<file path="src/rtl/ternary_array_sequencer.sv">
// Tile-job sequencer for the weight-stationary ternary systolic array:
// weight load, activation streaming, pipeline drain and result tagging.
module ternary_array_sequencer #(
    parameter int unsigned ARRAY_SIZE = 8,
    parameter int unsigned ADDR_W     = 12,
    parameter int unsigned VEC_W      = 10,
    parameter int unsigned PIPE_LAT   = 9
) (
    input  logic                          clk,
    input  logic                          rst,
    input  logic                          start,
    input  logic                          abort,
    input  logic                          stall,
    input  logic [VEC_W-1:0]              num_vec,
    input  logic [ADDR_W-1:0]             wbase,
    input  logic [ADDR_W-1:0]             abase,
    output logic                          busy,
    output logic                          done,
    output logic                          wbuf_rd_en,
    output logic [ADDR_W-1:0]             wbuf_rd_addr,
    output logic                          arr_weight_load,
    output logic [$clog2(ARRAY_SIZE)-1:0] arr_weight_row,
    output logic                          act_rd_en,
    output logic [ADDR_W-1:0]             act_rd_addr,
    output logic                          arr_enable,
    output logic                          res_valid,
    output logic [VEC_W-1:0]              res_idx
);

    localparam int unsigned ROW_W  = $clog2(ARRAY_SIZE);
    localparam int unsigned CNT_W  = ROW_W + 1;
    localparam int unsigned ECNT_W = VEC_W + 2;

    localparam logic [2:0] S_IDLE    = 3'd0;
    localparam logic [2:0] S_LOAD_W  = 3'd1;
    localparam logic [2:0] S_COMPUTE = 3'd2;
    localparam logic [2:0] S_DRAIN   = 3'd3;
    localparam logic [2:0] S_DONE    = 3'd4;

    logic [2:0]        state_q, state_d;
    logic [CNT_W-1:0]  cnt_q, cnt_d;
    logic [VEC_W-1:0]  v_q, v_d;
    logic [ECNT_W-1:0] ecnt_q, ecnt_d;
    logic [VEC_W-1:0]  num_vec_q, num_vec_d;
    logic [ADDR_W-1:0] wbase_q, wbase_d;
    logic [ADDR_W-1:0] abase_q, abase_d;

    logic [ECNT_W-1:0] res_first;
    logic [ECNT_W-1:0] res_last;
    logic [ECNT_W-1:0] ecnt_last;
    logic              en;

    assign res_first = ECNT_W'(PIPE_LAT);
    assign res_last  = ECNT_W'(PIPE_LAT) + ECNT_W'(num_vec_q) - ECNT_W'(1);
    assign ecnt_last = ECNT_W'(num_vec_q) + ECNT_W'(PIPE_LAT + ARRAY_SIZE - 2);

    always_ff @(posedge clk or posedge rst) begin
        if (rst) begin
            state_q   <= S_IDLE;
            cnt_q     <= '0;
            v_q       <= '0;
            ecnt_q    <= '0;
            num_vec_q <= '0;
            wbase_q   <= '0;
            abase_q   <= '0;
        end else begin
            state_q   <= state_d;
            cnt_q     <= cnt_d;
            v_q       <= v_d;
            ecnt_q    <= ecnt_d;
            num_vec_q <= num_vec_d;
            wbase_q   <= wbase_d;
            abase_q   <= abase_d;
        end
    end

    // Next-state and outputs; stall gates the enable within the same cycle.
    always_comb begin
        state_d         = state_q;
        cnt_d           = cnt_q;
        v_d             = v_q;
        ecnt_d          = ecnt_q;
        num_vec_d       = num_vec_q;
        wbase_d         = wbase_q;
        abase_d         = abase_q;
        en              = 1'b0;
        busy            = 1'b0;
        done            = 1'b0;
        wbuf_rd_en      = 1'b0;
        wbuf_rd_addr    = '0;
        arr_weight_load = 1'b0;
        arr_weight_row  = '0;
        act_rd_en       = 1'b0;
        act_rd_addr     = '0;

        case (state_q)
            S_IDLE: begin
                if (start) begin
                    state_d   = S_LOAD_W;
                    cnt_d     = '0;
                    v_d       = '0;
                    ecnt_d    = '0;
                    num_vec_d = num_vec;
                    wbase_d   = wbase;
                    abase_d   = abase;
                end
            end
            S_LOAD_W: begin
                busy = 1'b1;
                if (cnt_q < CNT_W'(ARRAY_SIZE)) begin
                    wbuf_rd_en   = 1'b1;
                    wbuf_rd_addr = wbase_q + ADDR_W'(cnt_q);
                end
                // Buffer read data arrives one cycle later, hence row k-1.
                if (cnt_q != '0) begin
                    arr_weight_load = 1'b1;
                    arr_weight_row  = ROW_W'(cnt_q - CNT_W'(1));
                end
                if (cnt_q == CNT_W'(ARRAY_SIZE)) begin
                    state_d = (num_vec_q == '0) ? S_DONE : S_COMPUTE;
                end else begin
                    cnt_d = cnt_q + CNT_W'(1);
                end
            end
            S_COMPUTE: begin
                busy        = 1'b1;
                act_rd_addr = abase_q + ADDR_W'(v_q);
                if (!stall) begin
                    en        = 1'b1;
                    act_rd_en = 1'b1;
                    v_d       = v_q + VEC_W'(1);
                    ecnt_d    = ecnt_q + ECNT_W'(1);
                    if (v_q == num_vec_q - VEC_W'(1)) begin
                        state_d = S_DRAIN;
                    end
                end
            end
            S_DRAIN: begin
                busy = 1'b1;
                if (!stall) begin
                    en     = 1'b1;
                    ecnt_d = ecnt_q + ECNT_W'(1);
                    if (ecnt_q == ecnt_last) begin
                        state_d = S_DONE;
                    end
                end
            end
            S_DONE: begin
                done    = 1'b1;
                state_d = S_IDLE;
            end
            default: begin
                state_d = S_IDLE;
            end
        endcase

        if (abort && (state_q != S_IDLE)) begin
            state_d = S_IDLE;
        end
    end

    assign arr_enable = en;
    assign res_valid  = en && (ecnt_q >= res_first) && (ecnt_q <= res_last);
    assign res_idx    = res_valid ? VEC_W'(ecnt_q - res_first) : '0;

endmodule

</file>
<file path="config.mk">
export PLATFORM = sky130hd
export DESIGN_NAME = ternary_array_sequencer
export DESIGN_NICKNAME = d
export VERILOG_FILES = /design/src/rtl/ternary_array_sequencer.sv
export SDC_FILE = /design/constraint.sdc
export NUM_CORES = 1
export LEC_CHECK = 0
export ABC_AREA = 1
export ABC_CLOCK_PERIOD_IN_PS = 3390
export CAP_MARGIN = 25
export CORE_MARGIN = 1.5
export CORE_UTILIZATION = 52
export CTS_CLUSTER_DIAMETER = 200
export DETAILED_ROUTE_END_ITERATION = 6
export GPL_TIMING_DRIVEN = 1
export PLACE_DENSITY_LB_ADDON = 0.2
export SYNTH_ARGS = -nofsm -noshare
export SYNTH_HDL_FRONTEND = slang
export SYNTH_SLANG_ARGS = --single-unit
</file>
<file path="constraint.sdc">
create_clock -name clk -period 3.39 [get_ports clk]
set_input_delay 0.678 -clock clk [delete_from_list [all_inputs] [get_ports clk]]
set_output_delay 0.678 -clock clk [all_outputs]
set_load 0.02 [all_outputs]
</file>
==> flow_summary.ini <==
[status]
status = completed

[setup_path]
crit_type = reg2out
worstPathCellList = ha_4 -> nand2_1 -> xor2_1 -> ha_1 -> a21o_1 -> a211oi_1 -> nand3_1 -> o41ai_2 -> nand3_1 -> buf_6 -> nor2_1 -> buf_4
reg2reg_from = num_vec_q[0]$_DFFE_PP0P_
critPathMostFrequentCell = nand3_1
end_kind = output pin
critPathRequiredTime_ps = 2710
slowest_stage = dfrtp_2
start_kind = register
cp_max_fo = 6
cp.arrival_ps = 2690
cpPeakStageDelay_ps = 460
critPathLaunch = num_vec_q[4]$_DFFE_PP0P_

[floorplanning]
die_h_um = 101
ioPinCount = 83
core-area_um2 = 9280
dieArea_um2 = 10200
start_util_pct = 53.8
die_w_um = 101
rows = 35

[job]
maxCapViolCount = 0

[routing]
routedWlPerCell_um = 14.4
firstDrtPassIters = 5
drt_first_iter_violations = 381
num_vias = 5127
wl_mm = 14.0
drt-vias-per-instance = 5.27
ant_nets = 0
post-route-drc-count = 0

[clock_tree]
hold_buffers = 0
clkSlewWorstSetupHoldPaths_ps = 80
tritoncts.num_buffers = 9
cts_tree = done
cts_root_buffer = clkbuf_8
clock_path_buffers = 2
clock-sinks = 63
htreeDepth = 3
clk_latency_ps = 350

[global_route]
grt_pass1_wl_mm = 21.9
grt_pass1_vias = 4780
antenna_found_initial = 0
grt_max_degree = 64
grtUsageTotal_pct = 27.3
overflow = 0

[synthesis]
syn_avg_cell_area_um2 = 6.84
synthCells = 730
syn-num-nets = 807
netlist_area_um2 = 4990
synth.distinct_cells = 40
ys_ff_latch = 63
yosysWarnings = 0
seq_area_frac_synth_pct = 31.6

[final_layout]
multi_input_area_um2 = 3130
final_util_pct = 70.5
fillers = 796
nets = 916
n_antenna_cell = 0
area_growth_syn_to_layout_pct = 31.1
seq_area_um2 = 1580
drive_gt1_share_pct = 15.2

[sta]
min_period_over_period_pct = 99.5
finalSetupViolations = 0
hold_viol = 0
timing.fmax_mhz = 297
tns_ps = 0
rsz0062_at_grt = true
maxSlewHeadroom_pct = 43.7
tightest_slew_ps = 844
final.min_clock_period_ps = 3370
slew_violations = 0
fin_worst_skew_ps = 11.0

[pwr]
p_leak_nw = 3.30
p_clk_share_pct = 18.0
powerDensity_nw_per_um2 = 726
intPower_mw = 2.55
power_frac_seq_pct = 25.7
switching_share_pct = 46.3
netSwitchingPower_mw = 2.20
p_comb_share_pct = 56.3
ir_drop_mv = 0.391

[min_path]
hp-class = reg2reg
min_from = abase_q[4]$_DFFE_PP0P_

[placement]
io_buffers = 82
dp_hpwl_mm = 9.90
place.gp.congestion = 0.939
## stage by stage
step | setup WS, ps | std cells | instance area, um2 | total power [mW] | hold WS [ps]
finish | 18.5 | 973 | 6550 | 4.76 | 496
global route | -111 | 973 | 6550 | 5.13 | 515
CTS | 1.20 | 962 | 6310 | 4.51 | 496
detailed placement | -149 | 945 | 6070 | 3.64 | 475
global placement | -99.1 | 945 | 6070 | 3.57 | 466
floorplan | 132 | 730 | 4990 | 2.84 | 453
## what timing repair did
| item | in CTS | in global routing |
|---|---|---|
| buffers inserted | 1 | 10 |
| endpoints found under the setup margin | 16 | 25 |
| pin swaps | 1 | 4 |
| resized for setup | 51 | 57 |
| cloned | 0 | 1 |
## power by group through the flow
stage,logic (mW),clock network [mW],registers (mW)
final,2.68,0.856,1.22
after global routing,2.98,0.894,1.26
after CTS,2.46,0.854,1.20
after detailed placement,2.43,0,1.21
after global placement,2.38,0,1.19
after floorplan,1.68,0,1.16
## cells in the mapped netlist
| cell type | instances | area share [%] |
|---|---|---|
| nand2_1 | 194 | 15 |
| inv_1 | 82 | 6.2 |
| nor2_1 | 79 | 5.9 |
| dfrtp_1 | 63 | 32 |
| nand3_1 | 56 | 5.6 |
| a21oi_1 | 43 | 4.3 |
| o21ai_0 | 42 | 4.2 |
| ha_1 | 36 | 9.0 |
| nor3_1 | 22 | 2.2 |
| xor2_1 | 18 | 3.2 |
| clkbuf_1 | 12 | 0.90 |
| nand4_1 | 10 | 1.3 |
| nor2_2 | 9 | 1.1 |
| buf_2 | 6 | 0.60 |
| inv_2 | 6 | 0.45 |
| nand2_2 | 4 | 0.50 |
| nor2_4 | 4 | 0.90 |
| o21a_1 | 4 | 0.60 |
| o21ai_1 | 4 | 0.40 |
| o21bai_1 | 4 | 0.60 |
| xnor2_1 | 4 | 0.70 |
| a31oi_1 | 3 | 0.38 |
| nor3_2 | 3 | 0.60 |
| buf_1 | 2 | 0.15 |
| clkinv_2 | 2 | 0.20 |
| fa_1 | 2 | 0.80 |
| nor3_4 | 2 | 0.65 |
| nor3b_1 | 2 | 0.30 |
| a2111oi_0 | 1 | 0.18 |
| a211oi_1 | 1 | 0.15 |
| a21o_1 | 1 | 0.15 |
| and3_1 | 1 | 0.13 |
| clkinv_4 | 1 | 0.18 |
| nand3_4 | 1 | 0.35 |
| nand3b_1 | 1 | 0.15 |
| nor3b_2 | 1 | 0.25 |
| nor4_1 | 1 | 0.13 |
| o221ai_1 | 1 | 0.18 |
| o41ai_1 | 1 | 0.18 |
| or2_2 | 1 | 0.13 |
## worst max-delay path: cells and delay by family (launching register included)
kind / cells / cell delay (ps)
flip-flops: 1 / 460
adder cells (fa/ha/maj): 2 / 460
AO/OA/AOI/OAI: 3 / 460
AND/OR/NAND/NOR: 4 / 460
buffers and inverters: 2 / 330
XOR/XNOR: 1 / 160
## cell families (layout without fill, tap and decap cells)
family                   after synthesis  count (layout)  share of synthesized area [%]
adder cells (fa/ha/maj)               38              38                           9.82
XOR/XNOR                              22              22                           3.86
buffers and inverters                111             225                           8.64
AND/OR/NAND/NOR                      391             391                           34.8
AO/OA/AOI/OAI                        105             105                           11.3
flip-flops                            63              63                           31.6
## cell usage in the layout (no fill, tap or decap), types with 6 or more instances in the layout
master / instances
nand2_2: 6
nor2_2: 11
dfrtp_1: 62
inv_2: 14
nor3_1: 18
nand3_1: 56
o21ai_0: 41
nor2_1: 75
buf_6: 6
clkbuf_8: 11
buf_4: 36
nor2_4: 6
clkdlybuf4s50_1: 62
nand4_1: 10
ha_1: 30
inv_1: 74
nand2_1: 190
xor2_1: 18
a21oi_1: 42
## per-layer routing
layer  track usage, %  wire length, um
met5                0                0
met4             9.40              306
met3             5.48              943
met2             44.0             6520
met1             36.6             6200
## worst paths after layout
path / slack [ps] / cells after the start / endpoint
min in group asynchronous: 880 / 3 / wbase_q[11]$_DFFE_PP0P_
max reg2reg: 880 / 13 / state_q[0]$_DFFE_PP0P_
max in group asynchronous: 1890 / 3 / num_vec_q[4]$_DFFE_PP0P_
max: 20 / 12 / res_idx[9]
min reg2reg: 500 / 2 / abase_q[4]$_DFFE_PP0P_
min: 500 / 2 / abase_q[4]$_DFFE_PP0P_
## final cells by class
type	instances	share of cell area, %
Clock buffer	11	2.31
Tap cell	129	2.46
Inverter	91	5.33
Sequential cell	63	24.1
Timing Repair Buffer	118	16.4
Multi-Input combinational cell	556	47.8
Clock inverter	5	1.59
## sequential cells by signal, indices dropped and copies added, names as in the netlist
name       flops
abase_q       12
cnt_q          4
ecnt_q        12
num_vec_q     10
state_q        3
v_q           10
wbase_q       12
(Power assumes the default switching activity.)
